===== src/rtl/alu_pkg.sv =====
// Shared constants for the execute unit: ALUcontrol codes, R-type function
// codes, ALUop encodings and the sequencing FSM state type.
package alu_pkg;

    localparam logic [3:0] ALU_AND  = 4'd0;
    localparam logic [3:0] ALU_OR   = 4'd1;
    localparam logic [3:0] ALU_ADD  = 4'd2;
    localparam logic [3:0] ALU_SLL  = 4'd3;
    localparam logic [3:0] ALU_SRL  = 4'd4;
    localparam logic [3:0] ALU_SUB  = 4'd6;
    localparam logic [3:0] ALU_XOR  = 4'd9;
    localparam logic [3:0] ALU_NOR  = 4'd12;
    localparam logic [3:0] ALU_SLTU = 4'd14;

    localparam logic [5:0] FN_SLL  = 6'h00;
    localparam logic [5:0] FN_SRL  = 6'h02;
    localparam logic [5:0] FN_ADD  = 6'h20;
    localparam logic [5:0] FN_SUB  = 6'h22;
    localparam logic [5:0] FN_AND  = 6'h24;
    localparam logic [5:0] FN_OR   = 6'h25;
    localparam logic [5:0] FN_XOR  = 6'h26;
    localparam logic [5:0] FN_NOR  = 6'h27;
    localparam logic [5:0] FN_SLTU = 6'h2B;

    localparam logic [1:0] OP_ADD   = 2'd0;
    localparam logic [1:0] OP_SUB   = 2'd1;
    localparam logic [1:0] OP_RTYPE = 2'd2;
    localparam logic [1:0] OP_ILL   = 2'd3;

    typedef enum logic [1:0] {
        ST_IDLE  = 2'd0,
        ST_SHIFT = 2'd1,
        ST_DONE  = 2'd2
    } state_t;

endpackage


===== src/rtl/alu_ctrl_decode.sv =====
// ALUop/Funct to ALUcontrol decode. Purely combinational; flags any
// undecodable combination as illegal.
module alu_ctrl_decode
    import alu_pkg::*;
(
    input  logic [1:0] ALUop,
    input  logic [5:0] Funct,
    output logic [3:0] alu_ctrl,
    output logic       illegal
);

    always_comb begin
        alu_ctrl = ALU_AND;
        illegal  = 1'b0;
        case (ALUop)
            OP_ADD: alu_ctrl = ALU_ADD;
            OP_SUB: alu_ctrl = ALU_SUB;
            OP_RTYPE: begin
                case (Funct)
                    FN_ADD:  alu_ctrl = ALU_ADD;
                    FN_SUB:  alu_ctrl = ALU_SUB;
                    FN_AND:  alu_ctrl = ALU_AND;
                    FN_OR:   alu_ctrl = ALU_OR;
                    FN_XOR:  alu_ctrl = ALU_XOR;
                    FN_NOR:  alu_ctrl = ALU_NOR;
                    FN_SLTU: alu_ctrl = ALU_SLTU;
                    FN_SLL:  alu_ctrl = ALU_SLL;
                    FN_SRL:  alu_ctrl = ALU_SRL;
                    default: illegal  = 1'b1;
                endcase
            end
            default: illegal = 1'b1;
        endcase
    end

endmodule


===== src/rtl/alu_exec_unit.sv =====
// Multi-cycle execute unit: single-cycle logic/arith ops, bit-serial SLL/SRL,
// valid/ready on both sides with a held DONE result under backpressure.
module alu_exec_unit
    import alu_pkg::*;
#(
    parameter int WIDTH   = 32,
    parameter int SHAMT_W = $clog2(WIDTH)
) (
    input  logic               clk,
    input  logic               rst_n,
    input  logic               in_valid,
    output logic               in_ready,
    input  logic [1:0]         ALUop,
    input  logic [5:0]         Funct,
    input  logic [WIDTH-1:0]   a,
    input  logic [WIDTH-1:0]   b,
    input  logic [SHAMT_W-1:0] shamt,
    output logic               out_valid,
    input  logic               out_ready,
    output logic [WIDTH-1:0]   result,
    output logic               zero,
    output logic               illegal
);

    state_t             r_state, w_nxt_state;
    logic [WIDTH-1:0]   r_shreg, w_nxt_shreg;
    logic [SHAMT_W-1:0] r_cnt, w_nxt_cnt;
    logic [3:0]         r_ctrl, w_nxt_ctrl;
    logic [WIDTH-1:0]   r_result, w_nxt_result;
    logic               r_zero, w_nxt_zero;
    logic               r_illegal, w_nxt_illegal;

    logic [3:0]         w_dec_ctrl;
    logic               w_dec_illegal;
    logic [WIDTH-1:0]   w_alu;
    logic [WIDTH-1:0]   w_shift_val;
    logic               w_accept;
    logic               w_is_shift;

    alu_ctrl_decode u_decode (
        .ALUop    (ALUop),
        .Funct    (Funct),
        .alu_ctrl (w_dec_ctrl),
        .illegal  (w_dec_illegal)
    );

    assign in_ready  = rst_n && ((r_state == ST_IDLE) || ((r_state == ST_DONE) && out_ready));
    assign w_accept  = in_valid && in_ready;
    assign out_valid = (r_state == ST_DONE);
    assign result    = r_result;
    assign zero      = r_zero;
    assign illegal   = r_illegal;

    assign w_is_shift  = (w_dec_ctrl == ALU_SLL) || (w_dec_ctrl == ALU_SRL);
    assign w_shift_val = (r_ctrl == ALU_SLL) ? (r_shreg << 1) : (r_shreg >> 1);

    // Shift codes land here only with shamt==0, where the result is b itself.
    always_comb begin
        w_alu = '0;
        case (w_dec_ctrl)
            ALU_AND:  w_alu = a & b;
            ALU_OR:   w_alu = a | b;
            ALU_ADD:  w_alu = a + b;
            ALU_SUB:  w_alu = a - b;
            ALU_XOR:  w_alu = a ^ b;
            ALU_NOR:  w_alu = ~(a | b);
            ALU_SLTU: w_alu = {{(WIDTH-1){1'b0}}, (a < b)};
            ALU_SLL,
            ALU_SRL:  w_alu = b;
            default:  w_alu = '0;
        endcase
    end

    always_comb begin
        w_nxt_state   = r_state;
        w_nxt_shreg   = r_shreg;
        w_nxt_cnt     = r_cnt;
        w_nxt_ctrl    = r_ctrl;
        w_nxt_result  = r_result;
        w_nxt_zero    = r_zero;
        w_nxt_illegal = r_illegal;

        case (r_state)
            ST_SHIFT: begin
                w_nxt_shreg = w_shift_val;
                w_nxt_cnt   = r_cnt - 1'b1;
                if (r_cnt == SHAMT_W'(1)) begin
                    w_nxt_result  = w_shift_val;
                    w_nxt_zero    = (w_shift_val == '0);
                    w_nxt_illegal = 1'b0;
                    w_nxt_state   = ST_DONE;
                end
            end
            ST_DONE: begin
                if (out_ready) w_nxt_state = ST_IDLE;
            end
            default: w_nxt_state = r_state;
        endcase

        // Acceptance is only possible from IDLE or a consumed DONE, so it overrides.
        if (w_accept) begin
            w_nxt_ctrl = w_dec_ctrl;
            if (w_dec_illegal) begin
                w_nxt_result  = '0;
                w_nxt_zero    = 1'b1;
                w_nxt_illegal = 1'b1;
                w_nxt_state   = ST_DONE;
            end else if (w_is_shift && (shamt != '0)) begin
                w_nxt_shreg = b;
                w_nxt_cnt   = shamt;
                w_nxt_state = ST_SHIFT;
            end else begin
                w_nxt_result  = w_alu;
                w_nxt_zero    = (w_alu == '0);
                w_nxt_illegal = 1'b0;
                w_nxt_state   = ST_DONE;
            end
        end
    end

    always_ff @(posedge clk) begin
        if (!rst_n) begin
            r_state   <= ST_IDLE;
            r_shreg   <= '0;
            r_cnt     <= '0;
            r_ctrl    <= ALU_AND;
            r_result  <= '0;
            r_zero    <= 1'b0;
            r_illegal <= 1'b0;
        end else begin
            r_state   <= w_nxt_state;
            r_shreg   <= w_nxt_shreg;
            r_cnt     <= w_nxt_cnt;
            r_ctrl    <= w_nxt_ctrl;
            r_result  <= w_nxt_result;
            r_zero    <= w_nxt_zero;
            r_illegal <= w_nxt_illegal;
        end
    end

endmodule


===== config.mk =====
export PLATFORM = sky130hd
export DESIGN_NAME = alu_exec_unit
export DESIGN_NICKNAME = d
export VERILOG_FILES = /design/src/rtl/alu_pkg.sv /design/src/rtl/alu_ctrl_decode.sv /design/src/rtl/alu_exec_unit.sv
export SDC_FILE = /design/constraint.sdc
export NUM_CORES = 1
export LEC_CHECK = 0
export ABC_AREA = 1
export CORE_MARGIN = 4
export CORE_UTILIZATION = 30
export CTS_CLUSTER_DIAMETER = 40
export DETAILED_ROUTE_END_ITERATION = 8
export PLACE_DENSITY = 0.48
export SLEW_MARGIN = 20
export SYNTH_ARGS = -nofsm -noshare
export SYNTH_HDL_FRONTEND = slang
export SYNTH_SLANG_ARGS = --single-unit

===== constraint.sdc =====
create_clock -name clk -period 6.4 [get_ports clk]
set_input_delay 0.64 -clock clk [delete_from_list [all_inputs] [get_ports clk]]
set_output_delay 0.64 -clock clk [all_outputs]
set_load 0.005 [all_outputs]

==> impl_summary.log <==
INFO  metric avg_wl_per_cell = 19.0 um
INFO  metric syn-cell-area = 11400 um2
INFO  metric timing.final.hold_violations = 0
INFO  metric critical_path.reg2reg.startpoint = r_state[0]
INFO  metric ys_seq_elements = 77
INFO  metric path_max_fanout = 65
INFO  metric post_route_ant_nets = 0
INFO  metric synth.largest_area_cell = sky130_fd_sc_hd__nand2_1
INFO  metric min_period_over_period = 0.697
INFO  metric main_combinational_cell_family_by_area_after_synthesis = simple AND/OR/NAND/NOR gates
INFO  metric yosys_warnings = 0
INFO  metric numClockSinks = 77
INFO  metric clock_path_buffers = 2
INFO  metric drv.max_cap_violation_count = 0
INFO  metric synth_area_leaders = sky130_fd_sc_hd__nand2_1 24%, sky130_fd_sc_hd__dfxtp_1 14%, sky130_fd_sc_hd__inv_1 12%
INFO  metric synth_seq_area_share = 0.135
INFO  metric skew = 0.00772 ns
INFO  metric grt_use_total = 0.241
INFO  metric synth_area_in_compound_gates = 0.164
INFO  metric postCtsHoldBufs = 0
INFO  metric avgSynthCellArea = 5.28 um2
INFO  metric grt_max_degree = 66
INFO  metric cts_tree = yes
INFO  metric post_synth_mux_area_share = 0
INFO  metric h-tree-depth = 3
INFO  metric floorplan.die_area = 41200 um2
INFO  metric final_net_count = 2393
INFO  metric dr.pass1.iters = 6
INFO  metric clk_latency = around 0.35 ns
INFO  metric fin_area = 13200 um2
INFO  metric layout-drive-gt1-share = 0.0275
INFO  metric hold_path_end = illegal
INFO  metric ff2ff_path_depth = 12
INFO  metric min_from = illegal
INFO  metric worst_hold_path.num_cells = 2
INFO  metric place.gp.congestion = 0.953
INFO  metric slew_headroom = 0.254
INFO  metric drc = 0
INFO  metric clk_transition_reported_paths = roughly 0.06 ns
INFO  metric die_y = 203 um
INFO  metric critical_path_required = 6.64 ns
INFO  metric synth_enable_flop_cells = 0
INFO  metric wl = about 52000 um
INFO  metric vias_per_cell = approximately 4.9
INFO  metric syn2layout_area_growth = 15.8%
INFO  metric io-pin-count = 117
INFO  metric ys_types = 43
INFO  metric startpoint_type = input pin
INFO  metric timing.setup.tns = 0 ns
INFO  metric worst_ep_arrival_time = about 4.7 ns
INFO  metric run_status = finished clean
INFO  metric synth_adder_area_share = 0.111
INFO  metric postLayoutSetupSlackWorst = 1.94 ns
INFO  metric worst_hold_path_type = reg -> reg
INFO  metric power-per-cell-area = 149 nW/um2
INFO  metric grt_antenna_before_repair = 0
INFO  metric cts_inserted_buffers = 9
INFO  metric dominantRegCellSynth = sky130_fd_sc_hd__dfxtp_1
INFO  metric grt_setup_unrepaired = false
INFO  metric std_cell_rows = 71
INFO  metric antennaDiodeCount = 0
INFO  metric worst_setup_path_end_kind = flip-flop
INFO  metric chipWidth = 203 um
INFO  metric initialDrtViolationCount = 1075
INFO  metric postSynthCellCount = 2160
INFO  metric setup.worst_path.class = in -> reg
INFO  metric cts_setup_buffers = 0
INFO  metric numPortBuffers = 116
INFO  metric worst-slew-pin-transition = roughly 1.1 ns
INFO  metric finalSetupViolCount = 0
INFO  metric critical_path.reg2reg.endpoint = zero
INFO  metric grt-ovfl-total = 0
INFO  metric via_total_after_detailed_routing = about 13000
INFO  metric ctsResizeCount = 0
INFO  metric synth_top_area_frac = 0.243
INFO  metric floorplan.initialDensity = 0.304
INFO  metric synthMostInstantiatedCell = sky130_fd_sc_hd__nand2_1
INFO  metric worst_ir_drop_vdd = 0.127 mV
INFO  metric worst-r2r-setup-slack = about 3.3 ns
INFO  metric pre_cts_slack = 1.61 ns
INFO  metric grt_first_pass_wirelength = 76100 um
INFO  metric leakagePower = 0.00668 uW
INFO  metric fill_cells = 4255
INFO  metric total_count_of_max_transition_violations_in_the_final_report = 0
INFO  metric share_of_synthesized_registers_carrying_an_async_set_or_reset = 0
INFO  metric synth-simple-area-share = 0.416
INFO  metric placed_cell_area = approximately 13000 um2
INFO  metric netlist_top_cells_count = 739 x sky130_fd_sc_hd__nand2_1, 369 x sky130_fd_sc_hd__inv_1, 192 x sky130_fd_sc_hd__nor2_1
INFO  metric max_freq = 224 MHz
INFO  metric cts-root-buf = sky130_fd_sc_hd__clkbuf_16
INFO  metric finalWorstPathRequiredPeriod = around 4.5 ns
INFO  metric dp_hpwl = roughly 43000 um
INFO  metric synth-xor-area-share = 0.0115
INFO  metric core-area = 37600 um2
INFO  metric grt_pass1_vias = 12495
INFO  metric syn-num-nets = 2341
[logic make-up after synthesis]
family,count (synthesis)
XOR/XNOR,15
AND/OR/NAND/NOR,1157
adder cells (fa/ha/maj),100
buffers and inverters,461
AO/OA/AOI/OAI,350
flip-flops,77
[worst max path at each step]
stage | slack, ns | end | start | cells past startpoint
after floorplan | 3.78 | zero | a[0] | 23
after global placement | 1.63 | r_shreg[27] | Funct[0] | 14
after detailed placement | 1.61 | r_shreg[26] | Funct[0] | 14
after CTS | 1.97 | r_shreg[26] | Funct[0] | 14
after global routing | 1.68 | r_shreg[26] | Funct[0] | 14
final | 1.94 | r_shreg[26] | Funct[0] | 14
[critical path: stages]
cell and delay (ns):
sky130_fd_sc_hd__clkdlybuf4s50_1 0.52, sky130_fd_sc_hd__nand2_1 0.08, sky130_fd_sc_hd__inv_1 0.09, sky130_fd_sc_hd__nor2_1 0.04, sky130_fd_sc_hd__nand2_1 0.08, sky130_fd_sc_hd__nand2_1 0.07
sky130_fd_sc_hd__nand2_2 0.13, sky130_fd_sc_hd__nand3_2 0.19, sky130_fd_sc_hd__o21bai_4 0.85, sky130_fd_sc_hd__nand2_1 0.56, sky130_fd_sc_hd__nor2_4 0.22, sky130_fd_sc_hd__buf_4 0.50
sky130_fd_sc_hd__o21ai_0 0.31, sky130_fd_sc_hd__a21oi_1 0.33
[stage by stage]
step / instances / hold slack (ns) / power (uW) / utilization
5_1_grt: 2728 / 0.520 / 2090 / 0.352
3_5_place_dp: 2712 / 0.493 / 1360 / 0.342
4_1_cts: 2728 / 0.501 / 1970 / 0.352
3_3_place_gp: 2712 / 0.483 / 1360 / 0.342
6_report: 2728 / 0.500 / 1970 / 0.352
2_1_floorplan: 2160 / 0.463 / 1030 / -
[per-layer routing]
layer,global-route usage,up-vias,part of all wire
met4,0.0889,0,0.041
met2,0.404,459,0.46
li1,-,6829,-
met1,0.322,6119,0.45
met5,0,-,0
met3,0.0256,76,0.051
[cell usage in the layout, fill, tap and decap left out, types with 2 or more instances in the layout]
cell type | Yosys | layout
sky130_fd_sc_hd__a21oi_1 | 134 | 134
sky130_fd_sc_hd__a22oi_1 | 6 | 6
sky130_fd_sc_hd__a31oi_1 | 2 | 2
sky130_fd_sc_hd__and2_1 | 2 | 2
sky130_fd_sc_hd__buf_4 | 4 | 8
sky130_fd_sc_hd__bufinv_16 | 0 | 3
sky130_fd_sc_hd__clkbuf_16 | 0 | 9
sky130_fd_sc_hd__clkdlybuf4s50_1 | 0 | 116
sky130_fd_sc_hd__clkinvlp_4 | 0 | 2
sky130_fd_sc_hd__dfxtp_1 | 77 | 77
sky130_fd_sc_hd__fa_1 | 2 | 2
sky130_fd_sc_hd__ha_1 | 98 | 98
sky130_fd_sc_hd__inv_1 | 369 | 369
sky130_fd_sc_hd__inv_2 | 9 | 9
sky130_fd_sc_hd__nand2_1 | 739 | 739
sky130_fd_sc_hd__nand2_2 | 7 | 7
sky130_fd_sc_hd__nand2_4 | 3 | 3
sky130_fd_sc_hd__nand3_1 | 143 | 142
sky130_fd_sc_hd__nand3_2 | 1 | 2
sky130_fd_sc_hd__nand4_1 | 33 | 33
sky130_fd_sc_hd__nor2_1 | 192 | 189
sky130_fd_sc_hd__nor2_2 | 5 | 5
sky130_fd_sc_hd__nor2_4 | 3 | 6
sky130_fd_sc_hd__nor3_1 | 21 | 21
sky130_fd_sc_hd__nor4_1 | 4 | 4
sky130_fd_sc_hd__o211ai_1 | 10 | 10
sky130_fd_sc_hd__o21a_1 | 9 | 9
sky130_fd_sc_hd__o21ai_0 | 171 | 171
sky130_fd_sc_hd__o21bai_1 | 10 | 10
sky130_fd_sc_hd__or2_2 | 2 | 2
sky130_fd_sc_hd__xor2_1 | 14 | 14
[state kept, by name (all words and copies together), names as in the netlist]
register and flops:
r_cnt 5, zero 1, result 32, r_ctrl 4
r_shreg 32, illegal 1, r_state 2
[power by group]
part	internal (uW)	leakage [uW]	switching [uW]	total (uW)
clock network	391	0.000165	223	614
registers	496	0.000624	11.7	508
logic	268	0.00589	581	849
total	1160	0.00668	815	1970
[area by class of cell]
type | count | area, um2 | share of cell area
clock inverters | 6 | 110 | 0.00833
well taps | 511 | 639 | 0.0484
inverters | 378 | 1420 | 0.107
multi-input cells | 1622 | 8050 | 0.609
repair buffers | 124 | 1220 | 0.0924
flip-flops and latches | 77 | 1540 | 0.117
clock buffers | 10 | 239 | 0.0181
No activity file was read; power rests on OpenSTA's default activity.
